===== config.mk =====
export PLATFORM = sky130hd
export DESIGN_NAME = cpu_clk_ctrl
export DESIGN_NICKNAME = d
export VERILOG_FILES = /design/src/rtl/sap3_clk_pkg.sv /design/src/rtl/cpu_clk_ctrl_btn_debounce.sv /design/src/rtl/cpu_clk_ctrl.sv
export SDC_FILE = /design/constraint.sdc
export NUM_CORES = 1
export LEC_CHECK = 0
export BUFFER_PORTS_ARGS = -buffer_cell sky130_fd_sc_hd__buf_2
export CORE_ASPECT_RATIO = 1.4
export CORE_UTILIZATION = 55
export CTS_BUF_LIST = sky130_fd_sc_hd__clkbuf_4 sky130_fd_sc_hd__clkbuf_8
export DETAILED_ROUTE_END_ITERATION = 10
export PLACE_DENSITY = 0.8
export SYNTH_ARGS = -nofsm -noshare
export SYNTH_HDL_FRONTEND = slang
export SYNTH_SLANG_ARGS = --single-unit

===== constraint.sdc =====
create_clock -name clk -period 3.8 [get_ports clk]
set_input_delay 0.19 -clock clk [delete_from_list [all_inputs] [get_ports clk]]
set_output_delay 0.19 -clock clk [all_outputs]
set_load 0.02 [all_outputs]

===== src/rtl/sap3_clk_pkg.sv =====
// Shared types and defaults for the SAP-3 CPU clock controller.
package sap3_clk_pkg;

    typedef enum logic [1:0] {
        STEP_IDLE  = 2'd0,
        STEP_ARMED = 2'd1,
        RUN        = 2'd2,
        HALTED     = 2'd3
    } clk_state_t;

    localparam int DEBOUNCE_CYCLES_DEF = 16;
    localparam int CE_CNT_W_DEF        = 16;

endpackage


===== src/rtl/cpu_clk_ctrl_btn_debounce.sv =====
// Synchronises a raw pushbutton, debounces it and emits a one-cycle press pulse
// on each rising edge of the debounced level.
module btn_debounce
    import sap3_clk_pkg::*;
#(
    parameter int DEBOUNCE_CYCLES = DEBOUNCE_CYCLES_DEF
) (
    input  logic clk,
    input  logic rst_n,
    input  logic btn_i,
    output logic press_o
);

    localparam int CNT_W = (DEBOUNCE_CYCLES > 2) ? $clog2(DEBOUNCE_CYCLES) : 1;
    localparam logic [CNT_W-1:0] CNT_MAX = CNT_W'(DEBOUNCE_CYCLES - 1);

    logic             sync_meta;
    logic             sync_s;
    logic             btn_db;
    logic             btn_db_q;
    logic [CNT_W-1:0] cnt;

    // A change of sync_s back to btn_db also lands in the equal branch, so the
    // counter restarts on any glitch.
    always_ff @(posedge clk or negedge rst_n) begin
        if (!rst_n) begin
            sync_meta <= 1'b0;
            sync_s    <= 1'b0;
            btn_db    <= 1'b0;
            btn_db_q  <= 1'b0;
            cnt       <= '0;
        end else begin
            sync_meta <= btn_i;
            sync_s    <= sync_meta;
            btn_db_q  <= btn_db;
            if (sync_s == btn_db) begin
                cnt <= '0;
            end else if (cnt == CNT_MAX) begin
                btn_db <= sync_s;
                cnt    <= '0;
            end else begin
                cnt <= cnt + CNT_W'(1);
            end
        end
    end

    assign press_o = btn_db & ~btn_db_q;

endmodule


===== src/rtl/cpu_clk_ctrl.sv =====
// CPU clock-enable generator: turns the divided clock level into single-cycle
// enables under free-run, single-step and sticky HLT control.
module cpu_clk_ctrl
    import sap3_clk_pkg::*;
#(
    parameter int DEBOUNCE_CYCLES = DEBOUNCE_CYCLES_DEF,
    parameter int CE_CNT_W        = CE_CNT_W_DEF
) (
    input  logic                clk,
    input  logic                rst_n,
    input  logic                div_clk_i,
    input  logic                run_i,
    input  logic                step_btn_i,
    input  logic                hlt_i,
    output logic                cpu_ce_o,
    output logic                halted_o,
    output logic                run_mode_o,
    output logic                step_pending_o,
    output logic [CE_CNT_W-1:0] ce_count_o
);

    clk_state_t state_q;
    clk_state_t state_d;
    logic       ce_d;
    logic       div_clk_q;
    logic       tick;
    logic       run_meta;
    logic       run_s;
    logic       press;

    btn_debounce #(
        .DEBOUNCE_CYCLES(DEBOUNCE_CYCLES)
    ) u_btn_debounce (
        .clk    (clk),
        .rst_n  (rst_n),
        .btn_i  (step_btn_i),
        .press_o(press)
    );

    // div_clk_i comes from the divider in this same clock domain, so only a
    // delay flop is needed for edge detection.
    assign tick = div_clk_i & ~div_clk_q;

    always_ff @(posedge clk or negedge rst_n) begin
        if (!rst_n) begin
            div_clk_q  <= 1'b0;
            run_meta   <= 1'b0;
            run_s      <= 1'b0;
            state_q    <= STEP_IDLE;
            cpu_ce_o   <= 1'b0;
            ce_count_o <= '0;
        end else begin
            div_clk_q <= div_clk_i;
            run_meta  <= run_i;
            run_s     <= run_meta;
            state_q   <= state_d;
            cpu_ce_o  <= ce_d;
            if (ce_d) begin
                ce_count_o <= ce_count_o + CE_CNT_W'(1);
            end
        end
    end

    // HLT overrides everything, including a tick that would issue an enable.
    always_comb begin
        state_d = state_q;
        ce_d    = 1'b0;
        if (hlt_i) begin
            state_d = HALTED;
        end else begin
            case (state_q)
                STEP_IDLE: begin
                    if (run_s) begin
                        state_d = RUN;
                    end else if (press) begin
                        state_d = STEP_ARMED;
                    end
                end
                STEP_ARMED: begin
                    if (run_s) begin
                        state_d = RUN;
                    end else if (tick) begin
                        ce_d    = 1'b1;
                        state_d = STEP_IDLE;
                    end
                end
                RUN: begin
                    if (!run_s) begin
                        state_d = STEP_IDLE;
                    end else if (tick) begin
                        ce_d = 1'b1;
                    end
                end
                default: state_d = HALTED;
            endcase
        end
    end

    assign halted_o       = (state_q == HALTED);
    assign run_mode_o     = (state_q == RUN);
    assign step_pending_o = (state_q == STEP_ARMED);

endmodule


==> metrics.md <==
| Metric | Value |
|---|---|
| CP endpoint | `ce_count_o[12]$_DFFE_PN0P_` |
| Mapped Cells | `109` |
| Main synth FF type | `dfrtp_1` |
| Worst rel slew slack | `57.1%` |
| Asr flop ratio synth | `100%` |
| Worst-path fanout max | `9` |
| R2R Path End | `ce_count_o[12]$_DFFE_PN0P_` |
| CTS tree | `built` |
| Global-route wire length before repair | `4.24 mm` |
| Post-Route WL | `2.52 mm` |
| Clk Latency, worst-skew pair | `approximately 330 ps` |
| Final setup viols | `0` |
| Yosys top cell area share | `between 50% and 60%` |
| Number of cell rows | `20` |
| Initial core utilization | `between 60% and 70%` |
| Die X | `43.7 um` |
| P per Cell Area | `approximately 420 nW/um2` |
| VDD IR max | `0.344 mV` |
| Largest stage delay on the critical path | `430 ps` |
| Cells on worst reg2reg path | `7` |
| Setup_tns | `0 ps` |
| Nets@finish | `approximately 160` |
| Ant diodes | `0` |
| Initial antenna violation count | `0` |
| Hold Path Stages | `1` |
| Synth warn | `0` |
| Routability congestion estimate | `around 0.81` |
| CTS root buf | `clkbuf_4` |
| Worst EP arrival | `2060 ps` |
| Dominant cell type by area after synthesis | `dfrtp_1` |
| PortBufs | `25` |
| Die height | `60.4 um` |
| Post-CTS sizing | `0` |
| Syn_nets | `121` |
| Bufs on Longest Clock Path | `2` |
| Wire per inst | `roughly 15 um` |
| Top cells by area, synth | `dfrtp_1 (56%), xnor2_1 (9.1%), ha_1 (5.6%), nand4_1 (2.8%), nand2_1 (2.2%)` |
| Post-synth EDFFs | `0` |
| Yosys reg bits | `30` |
| Max cap viols | `0` |
| Hold_sp | `div_clk_i` |
| Vias per cell | `5.68` |
| Worst-path clk slew | `80 ps` |
| CP endpoint kind | `flop` |
| Final Critical Period | `1850 ps` |
| Core ar. | `2230 um2` |
| RSZ-0062 raised after global routing | `false` |
| WS Path Type | `flop to flop` |
| Hold Fails Final Rpt | `0` |
| Share of layout cells above drive strength 1 | `a little over a quarter` |
| CTS Sinks | `30` |
| Startpoint types | `flop` |
| Syn_area_per_cell | `12.3 um2` |
| Via count | `938` |
| Final worst setup slack | `1950 ps` |
| Worst slew pin tran | `about 640 ps` |
| Pleak | `0.799 nW` |
| Worst path slowest cell | `dfrtp_1` |
| Cell Area, Synth | `1340 um2` |
| Layout area overhead | `17.4%` |
| Post-place setup slack | `around 1900 ps` |
| Final Util | `70.7%` |
| Aggregate global-route resource usage | `24.0%` |
| Vias in the first global route | `about 950` |
| Critical path, cell by cell | `inv_1 > ha_1 > nand4bb_4 > a21o_1 > inv_2 > nand4_1 > xnor2_1` |
| H-tree depth | `2` |
| Total grt overflow | `0` |
| Ports | `26` |
| Area of the die | `2640 um2` |
| Critical Path Source | `state_q[0]$_DFFE_PN0P_` |
| Tightest Hold Check Type | `primary input to flop` |
| Violated checks | `design-rule violations` |
| 1st-iter DRT viols | `6` |
| Max Freq | `541 MHz` |
| DRC Markers | `2` |
| Post-route ant nets | `0` |
| Critical Path RT | `approximately 4000 ps` |
| Drt first pass iters | `7` |
| Fin. max-slew vios | `0` |
| Period utilization | `48.6%` |
| Status | `finished with violations` |
| HPWL Detailed | `1.80 mm` |
| Clk_skew | `~3.3 ps` |
| Total CTS buffers | `5` |
| Synth cell types | `30` |
| Sequential fraction of the synthesis area | `56.0%` |
| Pin count of the biggest net entering global routing | `31` |
| R2R setup slack | `a little under 2000 ps` |
| Worst r2r src | `state_q[0]$_DFFE_PN0P_` |
[through the flow]
step | total power [mW] | std cells | hold WS, ps | area [um2]
2_1_floorplan | 0.446 | 109 | -106 | 1340
3_3_place_gp | 0.473 | 156 | 242 | 1490
3_5_place_dp | 0.483 | 156 | 250 | 1490
4_1_cts | 0.666 | 165 | 26.2 | 1580
5_1_grt | 0.694 | 165 | 22.7 | 1580
6_report | 0.658 | 165 | 30.9 | 1580
[layer usage]
metal / GRT usage [%] / routed length (um) / part of all wire, %
met5: 0 / 0 / 0
met4: 17.4 / 78 / 3.1
met3: 5.36 / 109 / 4.3
met2: 40.9 / 1330 / 53
met1: 25.9 / 1010 / 40
[what timing repair did]
action,CTS,global route
hold endpoints to repair,32,0
hold buffers,3,0
setup buffers,0,0
[worst max-delay path, delay by kind of cell, from the launching register on]
| family | cells | cell delay [ps] |
|---|---|---|
| AO/OA/AOI/OAI | 1 | 250 |
| adder cells (fa/ha/maj) | 1 | 360 |
| AND/OR/NAND/NOR | 2 | 290 |
| XOR/XNOR | 1 | 160 |
| buffers and inverters | 2 | 250 |
| flip-flops | 1 | 430 |
[placed cells by master (no fill, tap or decap), types with 2 or more instances in the layout]
cell,n
buf_2,25
o21ai_0,2
a21oi_1,4
nor2b_1,3
nand3_1,5
dlygate4sd3_1,3
nor2_1,3
clkbuf_4,5
and4_1,2
xnor2_1,14
nand2_1,8
dfrtp_1,30
ha_1,6
and2_1,2
xor2_1,3
nor3_1,2
inv_1,3
nand4_1,6
nand2b_1,2
[Yosys cell counts (2+ instances only)]
master,number
nor2b_1,3
and4_1,2
xor2_1,3
dfrtp_1,30
inv_1,3
nor2_1,3
nand3_1,5
and2_1,2
o21ai_0,2
nand2_1,8
xnor2_1,14
a21oi_1,4
nand4_1,6
ha_1,6
nor3_1,2
nand2b_1,2
[kinds of logic (layout without fill, tap and decap cells)]
logic type / after synthesis / count (layout) / share of synthesized area, %
and+or+nand+nor: 41 / 41 / 19.2
DFF: 30 / 30 / 56.0
xor gates and xnor gates: 17 / 17 / 11.1
AOI/OAI and AO/OA: 10 / 10 / 6.16
adders and majority gates: 6 / 6 / 5.60
buffers and inverters: 4 / 38 / 1.12
muxes: 1 / 1 / 0.839
[registers in the layout, indices dropped and copies added (netlist names)]
register / cells
run_s: 1
u_btn_debounce.sync_s: 1
u_btn_debounce.btn_db: 1
state_q: 2
u_btn_debounce.cnt: 4
u_btn_debounce.sync_meta: 1
u_btn_debounce.btn_db_q: 1
run_meta: 1
ce_count_o: 16
div_clk_q: 1
cpu_ce_o: 1
[power breakdown]
part	switching [mW]	leakage [nW]	internal [mW]	total (mW)
Combinational	0.0737	0.374	0.0499	0.124
Clock	0.0969	0.0302	0.0831	0.180
Sequential	0.0196	0.395	0.335	0.355
Total	0.190	0.799	0.468	0.658
[area by class of cell]
cell class,instances,area [um2]
flip-flops and latches,30,751
fillers,174,652
multi-input cells,75,576
repair buffers,28,155
clock buffers,6,51.3
well taps,22,27.5
inverters,4,15.0
[how the worst min path moves through the flow]
stage                                            to
after floorplan           ce_count_o[0]$_DFFE_PN0P_
after global placement              run_s$_DFF_PN0_
after detailed placement            run_s$_DFF_PN0_
after CTS                       div_clk_q$_DFF_PN0_
after global routing            div_clk_q$_DFF_PN0_
final                           div_clk_q$_DFF_PN0_
Power figures use the tool's default switching activity.
